File: src/rtl/mod53_residue_accumulator_if.sv
// mod53_residue_accumulator_if: residue input and frame-result handshakes of the mod-53 accumulator.
interface mod53_residue_accumulator_if #(parameter int CNT_W = 4);
  logic             in_valid;
  logic             in_ready;
  logic [5:0]       in_res;
  logic             in_last;
  logic             out_valid;
  logic             out_ready;
  logic [5:0]       out_res;
  logic [CNT_W-1:0] out_cnt;
  logic             err;
  modport master (output in_valid, in_res, in_last, out_ready,
                  input in_ready, out_valid, out_res, out_cnt, err);
  modport slave (input in_valid, in_res, in_last, out_ready,
                 output in_ready, out_valid, out_res, out_cnt, err);
endinterface

File: src/rtl/mod53_residue_accumulator.sv
// mod53_residue_accumulator: sums up to N_TERMS residues mod 53 per frame, registered result handshake.
// Define MOD53_ACC_RANGE_CHECK_EN to zero out-of-range terms and raise a sticky err instead of pre-reducing them.
module mod53_residue_accumulator #(
  parameter int N_TERMS = 8,
  parameter int CNT_W = 4
) (
  input logic clk,
  input logic rst_n,
  mod53_residue_accumulator_if.slave bus
);
  typedef enum logic {ACC, OUT} state_t;
  state_t r_state, w_state_n;
  logic r_in_ready, r_out_valid;
  logic [5:0] r_acc, r_out_res, w_term, w_acc_n;
  logic [CNT_W-1:0] r_cnt, r_out_cnt, w_cnt_n;
  logic [6:0] w_sum;
  logic w_accept, w_oor, w_end;
  assign w_accept = bus.in_valid & r_in_ready;
  assign w_oor = bus.in_res >= 6'd53;
`ifdef MOD53_ACC_RANGE_CHECK_EN
  logic r_err;
  assign w_term = w_oor ? 6'd0 : bus.in_res;
  always_ff @(posedge clk or negedge rst_n)
    if (!rst_n) r_err <= 1'b0;
    else r_err <= r_err | (w_accept & w_oor);
  assign bus.err = r_err;
`else
  assign w_term = w_oor ? bus.in_res - 6'd53 : bus.in_res;
  assign bus.err = 1'b0;
`endif
  // both operands are at most 52, so one conditional subtract fully reduces the sum
  assign w_sum = {1'b0, r_acc} + {1'b0, w_term};
  assign w_acc_n = 6'(w_sum >= 7'd53 ? w_sum - 7'd53 : w_sum);
  assign w_cnt_n = r_cnt + CNT_W'(1);
  assign w_end = w_accept & ((r_cnt == CNT_W'(N_TERMS - 1)) | bus.in_last);
  always_comb begin
    w_state_n = r_state;
    w_state_n = (r_state == ACC) ? (w_end ? OUT : ACC) : (bus.out_ready ? ACC : OUT);
  end
  // handshake flags are registered from the next state so they come up one cycle after reset
  always_ff @(posedge clk or negedge rst_n)
    if (!rst_n) begin
      r_state <= ACC;
      r_in_ready <= 1'b0;
      r_out_valid <= 1'b0;
    end else begin
      r_state <= w_state_n;
      r_in_ready <= w_state_n == ACC;
      r_out_valid <= w_state_n == OUT;
    end
  always_ff @(posedge clk or negedge rst_n)
    if (!rst_n) begin
      r_acc <= '0;
      r_cnt <= '0;
      r_out_res <= '0;
      r_out_cnt <= '0;
    end else if (w_end) begin
      r_out_res <= w_acc_n;
      r_out_cnt <= w_cnt_n;
      r_acc <= '0;
      r_cnt <= '0;
    end else if (w_accept) begin
      r_acc <= w_acc_n;
      r_cnt <= w_cnt_n;
    end
  assign bus.in_ready = r_in_ready;
  assign bus.out_valid = r_out_valid;
  assign bus.out_res = r_out_res;
  assign bus.out_cnt = r_out_cnt;
endmodule

File: src/flat_wrapper.sv
// flat-port wrapper written by rule: the top's interface ports become plain ports
module mod53_residue_accumulator_flat 
#(
  parameter int N_TERMS = 8,
  parameter int CNT_W = 4
)
  (clk, rst_n, bus_in_valid, bus_in_res, bus_in_last, bus_out_ready, bus_in_ready, bus_out_valid, bus_out_res, bus_out_cnt, bus_err);
  mod53_residue_accumulator_if #(.CNT_W(CNT_W)) bus_i ();
  input logic clk;
  input logic rst_n;
  input wire logic [$bits(bus_i.in_valid)-1:0] bus_in_valid;
  input wire logic [$bits(bus_i.in_res)-1:0] bus_in_res;
  input wire logic [$bits(bus_i.in_last)-1:0] bus_in_last;
  input wire logic [$bits(bus_i.out_ready)-1:0] bus_out_ready;
  output wire logic [$bits(bus_i.in_ready)-1:0] bus_in_ready;
  output wire logic [$bits(bus_i.out_valid)-1:0] bus_out_valid;
  output wire logic [$bits(bus_i.out_res)-1:0] bus_out_res;
  output wire logic [$bits(bus_i.out_cnt)-1:0] bus_out_cnt;
  output wire logic [$bits(bus_i.err)-1:0] bus_err;
  assign bus_i.in_valid = bus_in_valid;
  assign bus_i.in_res = bus_in_res;
  assign bus_i.in_last = bus_in_last;
  assign bus_i.out_ready = bus_out_ready;
  assign bus_in_ready = bus_i.in_ready;
  assign bus_out_valid = bus_i.out_valid;
  assign bus_out_res = bus_i.out_res;
  assign bus_out_cnt = bus_i.out_cnt;
  assign bus_err = bus_i.err;
  mod53_residue_accumulator #(.N_TERMS(N_TERMS), .CNT_W(CNT_W)) u_core (.clk(clk), .rst_n(rst_n), .bus(bus_i));
endmodule
File: config.mk
export PLATFORM = sky130hd
export DESIGN_NAME = mod53_residue_accumulator_flat
export DESIGN_NICKNAME = d
export VERILOG_FILES = /design/src/rtl/mod53_residue_accumulator_if.sv /design/src/rtl/mod53_residue_accumulator.sv /design/src/flat_wrapper.sv
export SDC_FILE = /design/constraint.sdc
export NUM_CORES = 1
export LEC_CHECK = 0
export CORE_ASPECT_RATIO = 0.9
export CORE_UTILIZATION = 25
export DETAILED_ROUTE_END_ITERATION = 12
export GPL_ROUTABILITY_DRIVEN = 1
export PLACE_DENSITY = 0.47
export SLEW_MARGIN = 30
export SYNTH_ARGS = -nofsm -noshare
export SYNTH_HDL_FRONTEND = slang
export SYNTH_SLANG_ARGS = --single-unit
File: constraint.sdc
create_clock -name clk -period 2.5 [get_ports clk]
set_clock_uncertainty 0.2 [all_clocks]
set_input_delay 0.5 -clock clk [delete_from_list [all_inputs] [get_ports clk]]
set_output_delay 0.5 -clock clk [all_outputs]
set_load 0.02 [all_outputs]
### Word-level counts from Yosys, hierarchy flattened

Index checks and enable logic that the tools add are counted.

* muxes and demuxes: 9
* reduce and logical (&&, ||, !) cells: 1
* bitwise gates (word level): 4
* eq/ne operators: 1
* order comparisons: 2
* $add $sub $neg: 4

Operator list (number)
* $mux 6: 4
* $sub 6x6->6 const B: 2
* $mux 4: 2
* $add 6x6->7: 1
* $ge 7x6->1 const B: 1
* $ge 6x6->1 const B: 1
* $add 4x1->4 const B: 1
* $eq 4x3->1 const B: 1
* $mux 1: 3
* $and 1x1->1: 2
* $reduce_bool 2->1: 1
* $not 1->1: 1
* $or 1x1->1: 1

* word-level logic and storage cells: 27
* output and inout bits: 13
* bits of input ports: 11
* flip-flop bits (word level): 22

### Longest topological paths before layout

* depth in word-level cells: 7
* mapped depth: 16
* depth with buffers taken out: 16

### Least setup slack after synthesis

No wires, ideal clock.

* path kind: input-to-reg
* start: input bus_in_res[0]
* end: register u_core.r_out_res[3], in the netlist u_core.bus.out_res[3]
* required time: 2.176 ns
* buffers on the path: 0
* stages: 16
* slack: -1.014 ns
* setup time: 0.124 ns
* data arrival time: 3.190 ns
* cell sequence: inv_1 > ha_1 > nand2b_1 > a21oi_1 > nor2_1 > xnor2_1 > ha_1 > fa_1 > inv_1 > ha_1 > nor3_1 > o22ai_1 > nor2_2 > o31ai_4 > and3_1 > o31a_1

* word-level cells in the longest chain between the ends: 5

RTL lines
* start, declared: line flat_wrapper.sv:12 `input wire logic [$bits(bus_i.in_res)-1:0] bus_in_res;`
* $sub 6x6->6 or $ge 6x6->1 (tied branches): line mod53_residue_accumulator.sv:28, mod53_residue_accumulator.sv:19
* $mux 6 (*): line mod53_residue_accumulator.sv:28 `assign w_term = w_oor ? bus.in_res - 6'd53 : bus.in_res;`
* $add 6x6->7 (*): line mod53_residue_accumulator.sv:32 `assign w_sum = {1'b0, r_acc} + {1'b0, w_term};`
* $sub 6x6->6 or $ge 7x6->1 (tied branches): line mod53_residue_accumulator.sv:33 `assign w_acc_n = 6'(w_sum >= 7'd53 ? w_sum - 7'd53 : w_sum);`
* $mux 6 (*): line mod53_residue_accumulator.sv:33
* end signal, assigned: line mod53_residue_accumulator.sv:58 `r_out_res <= w_acc_n;`
* end, declared: line mod53_residue_accumulator.sv:14 `logic [5:0] r_acc, r_out_res, w_term, w_acc_n;`

Mark *: on every way between the ends. The rest lies on a longest branch, timed or not.
A chain may end at the register's enable or synchronous reset.

### Worst setup path in the final report

* start: input bus_in_res[1]
* end: register u_core.r_out_res[3], in the netlist u_core.bus.out_res[3]

The elaborated chain is that of the path after synthesis.

==> results.cfg <==
[setup_path]
cp_slowest_cell = fa_1
rr_worst_depth = 10
r2r_slack_ns = -0.13
cp_slowest_stage_delay_ns = 0.52
startpoint = bus_in_res[1]
end_kind = flip-flop
cpMostUsedCell = ha_4
timing_worst_setup_path_type = input pin to flip-flop
start_kind = input pin
timing.rr.end = u_core.bus.out_res[3]
path_cells = buf_12 -> inv_12 -> ha_4 -> nand2b_4 -> a21oi_4 -> nor2_4 -> xnor2_1 -> ha_2 -> fa_1 -> inv_2 -> ha_4 -> nor3_4 -> o22ai_2 -> nor2_2 -> o31ai_4 -> and3_1 -> o31a_1
required_ns = 2.44
crit_path_end = u_core.bus.out_res[3]
cp_max_fo = 7
critPathArrivalTime_ns = 3.11
r2r-start = u_core.r_acc[0]

[die]
io_pins = 24
dieArea_um2 = 6870
core.rowCount = 27
start_util_pct = 26.3
die_w_um = 87.3
fp.coreArea_um2 = 6220
die_y_um = 78.7

[drt]
ant_nets = 0
firstDrtPassIters = 4
vias_per_cell = 4.37
totalWireLength_mm = 3.84
vias = 1458
drc = 0
dr.first_iter.drc_count = 64
post_drt_wl_per_cell_um = 11.5

[place]
placed_cells = 324
placed_cell_area_um2 = 2280
io_buffers = 22
hpwl_mm = 3.07
gp_congestion = 0.729

[global_route]
grt_pass1_wl_mm = 6.51
antenna_found_initial = 0
grt_max_degree = 23
track_usage_pct = 12.1
grt_overflow = 0
grt_pass1_vias = 1416

[synthesis]
ys_seq_area_share_pct = 33.7
synth-edff-count = 0
synth_nets = 203
synth_area_um2 = 1640
ys_warn_count = 0
synth-main-ff-cell = dfrtp_1
synth_area_per_cell_um2 = 9.19
synth.distinct_cells = 45
synth_cells = 178
async_flop_share_pct = 100
ys_ff_latch = 22

[layout]
finalNonFillerCells = 334
final_common_cell = buf_4
layout-drive-gt1-share_pct = 37.2
design_area_um2 = 2550
area_delta_synth_final_pct = 55.9
diodes = 0
finalNetCount = 273
layout_common_cells = buf_4, dfrtp_1, nand2_1, clkdlybuf4s50_1, o21ai_0

[clocking]
clk_latency_ns = 0.26
cts-root-buf = clkbuf_8
clockBufferDepth = 2
clkSinkCount = 22
cts_max_level = 1
holdBufCountCts = 0
path_clk_slew_ns = 0.08
cts_tree = done
numCtsBuffers = 3

[min_path]
hold_class = flip-flop to flip-flop

[run]
max-cap-violations = 0

[power]
power.leakage_uw = 0.00113
power_density_nw_per_um2 = 1030
vdd_ir_drop_max_uv = 371

[timing]
drv_slew = 0
clock.fmax_mhz = 316
rsz0062_at_grt = true
fin_crit_sh_pct = 126
finalWorstSetupSlack_ns = -0.661
finalSetupViolations = 12
fin_crit_ns = 3.16
hold_violations = 0

[outcome]
violations = negative setup slack
outcome = finished with violations
synthesized netlist by cell type, drive strengths merged (2+ instances only):
cell	instances	area, µm²
and2	3	21.3
nor3	4	20.0
mux2i	3	30.0
buf	6	63.8
o31ai	5	51.3
nor2b	3	18.8
nand3	5	30.0
o22ai	3	18.8
a21o	2	15.0
a31oi	3	25.0
nor2	11	43.8
xor2	4	35.0
and3	2	12.5
nand2	24	90.1
nand2b	4	25.0
dfrtp	22	551
a21oi	10	61.3
ha	13	163
xnor2	9	97.6
inv	7	26.3
o21ai	20	100
through the flow:
step	utilization (%)	TNS, ns	total power (µW)	hold WS (ns)	setup WS [ns]
2_1_floorplan	-	-9.00	1520	0.00441	-0.899
3_3_place_gp	36.8	-18.50	2120	0.262	-1.62
3_5_place_dp	36.8	-19.09	2130	0.269	-1.71
4_1_cts	39.6	-7.66	2530	0.288	-0.683
5_1_grt	41.0	-8.74	2840	0.311	-0.777
6_report	41.0	-7.04	2620	0.279	-0.661
per-layer routing:
| metal | routed length (µm) | track usage (%) | up-vias |
|---|---|---|---|
| met4 | 17 | 2.46 | 0 |
| met5 | 0 | 0 | - |
| li1 | - | - | 767 |
| met2 | 1790 | 19.0 | 13 |
| met3 | 66 | 2.81 | 2 |
| met1 | 1960 | 16.9 | 676 |
state kept, by name (all words and copies together), names as in the netlist:
name                 cells
u_core.bus.out_res       6
u_core.r_acc             6
u_core.bus.out_cnt       4
u_core.r_cnt             4
u_core.bus.in_ready      1
u_core.r_state           1
area by class of cell:
class	count	area, µm²
fill	647	3670
multi-input combinational	143	1190
timing repair buffer	71	602
sequential	22	551
tap	87	109
clock buffer	4	55.1
inverter	7	38.8
critical path: cells and delay by family:
family                   cells  cell delay, ns
adder cells (fa/ha/maj)      4            1.00
AND/OR/NAND/NOR              5            0.68
XOR/XNOR                     1            0.12
AO/OA/AOI/OAI                4            0.63
buffers and inverters        3            0.18
where the power goes:
group / total [µW] / internal [µW] / switching, µW
Clock: 253 / 140 / 113
Combinational: 1820 / 943 / 879
Sequential: 549 / 465 / 84.3
worst min-delay path by stage:
stage,startpoint,endpoint,slack [ns],depth (start not counted)
after floorplan,rst_n,u_core.bus.in_ready,0.004,0
after global placement,u_core.bus.out_cnt[0],u_core.bus.out_cnt[0],0.26,2
after detailed placement,u_core.bus.out_cnt[3],u_core.bus.out_cnt[3],0.27,2
after CTS,u_core.bus.out_cnt[3],u_core.bus.out_cnt[3],0.29,2
after global routing,u_core.bus.out_res[4],u_core.bus.out_res[4],0.31,2
final,u_core.bus.out_cnt[0],u_core.bus.out_cnt[0],0.28,2
logic make-up (layout without fill, tap and decap cells):
| family | Yosys count | count (layout) | share of synthesized area [%] |
|---|---|---|---|
| adders and majority gates | 14 | 14 | 11.2 |
| buffers and inverters | 13 | 82 | 5.51 |
| AOI/OAI and AO/OA | 51 | 51 | 21.0 |
| DFF | 22 | 22 | 33.7 |
| muxes | 4 | 4 | 2.52 |
| other | 1 | 1 | 0.229 |
| xor gates and xnor gates | 13 | 13 | 8.11 |
| and+or+nand+nor | 60 | 60 | 17.8 |
timing repair:
action / CTS / global route
endpoints found under the setup margin: 12 / 12
buffers inserted: 5 / 1
resized for setup: 35 / 12
pin swaps: 24 / 1
Note: power is estimated with default switching activity, not from simulation.
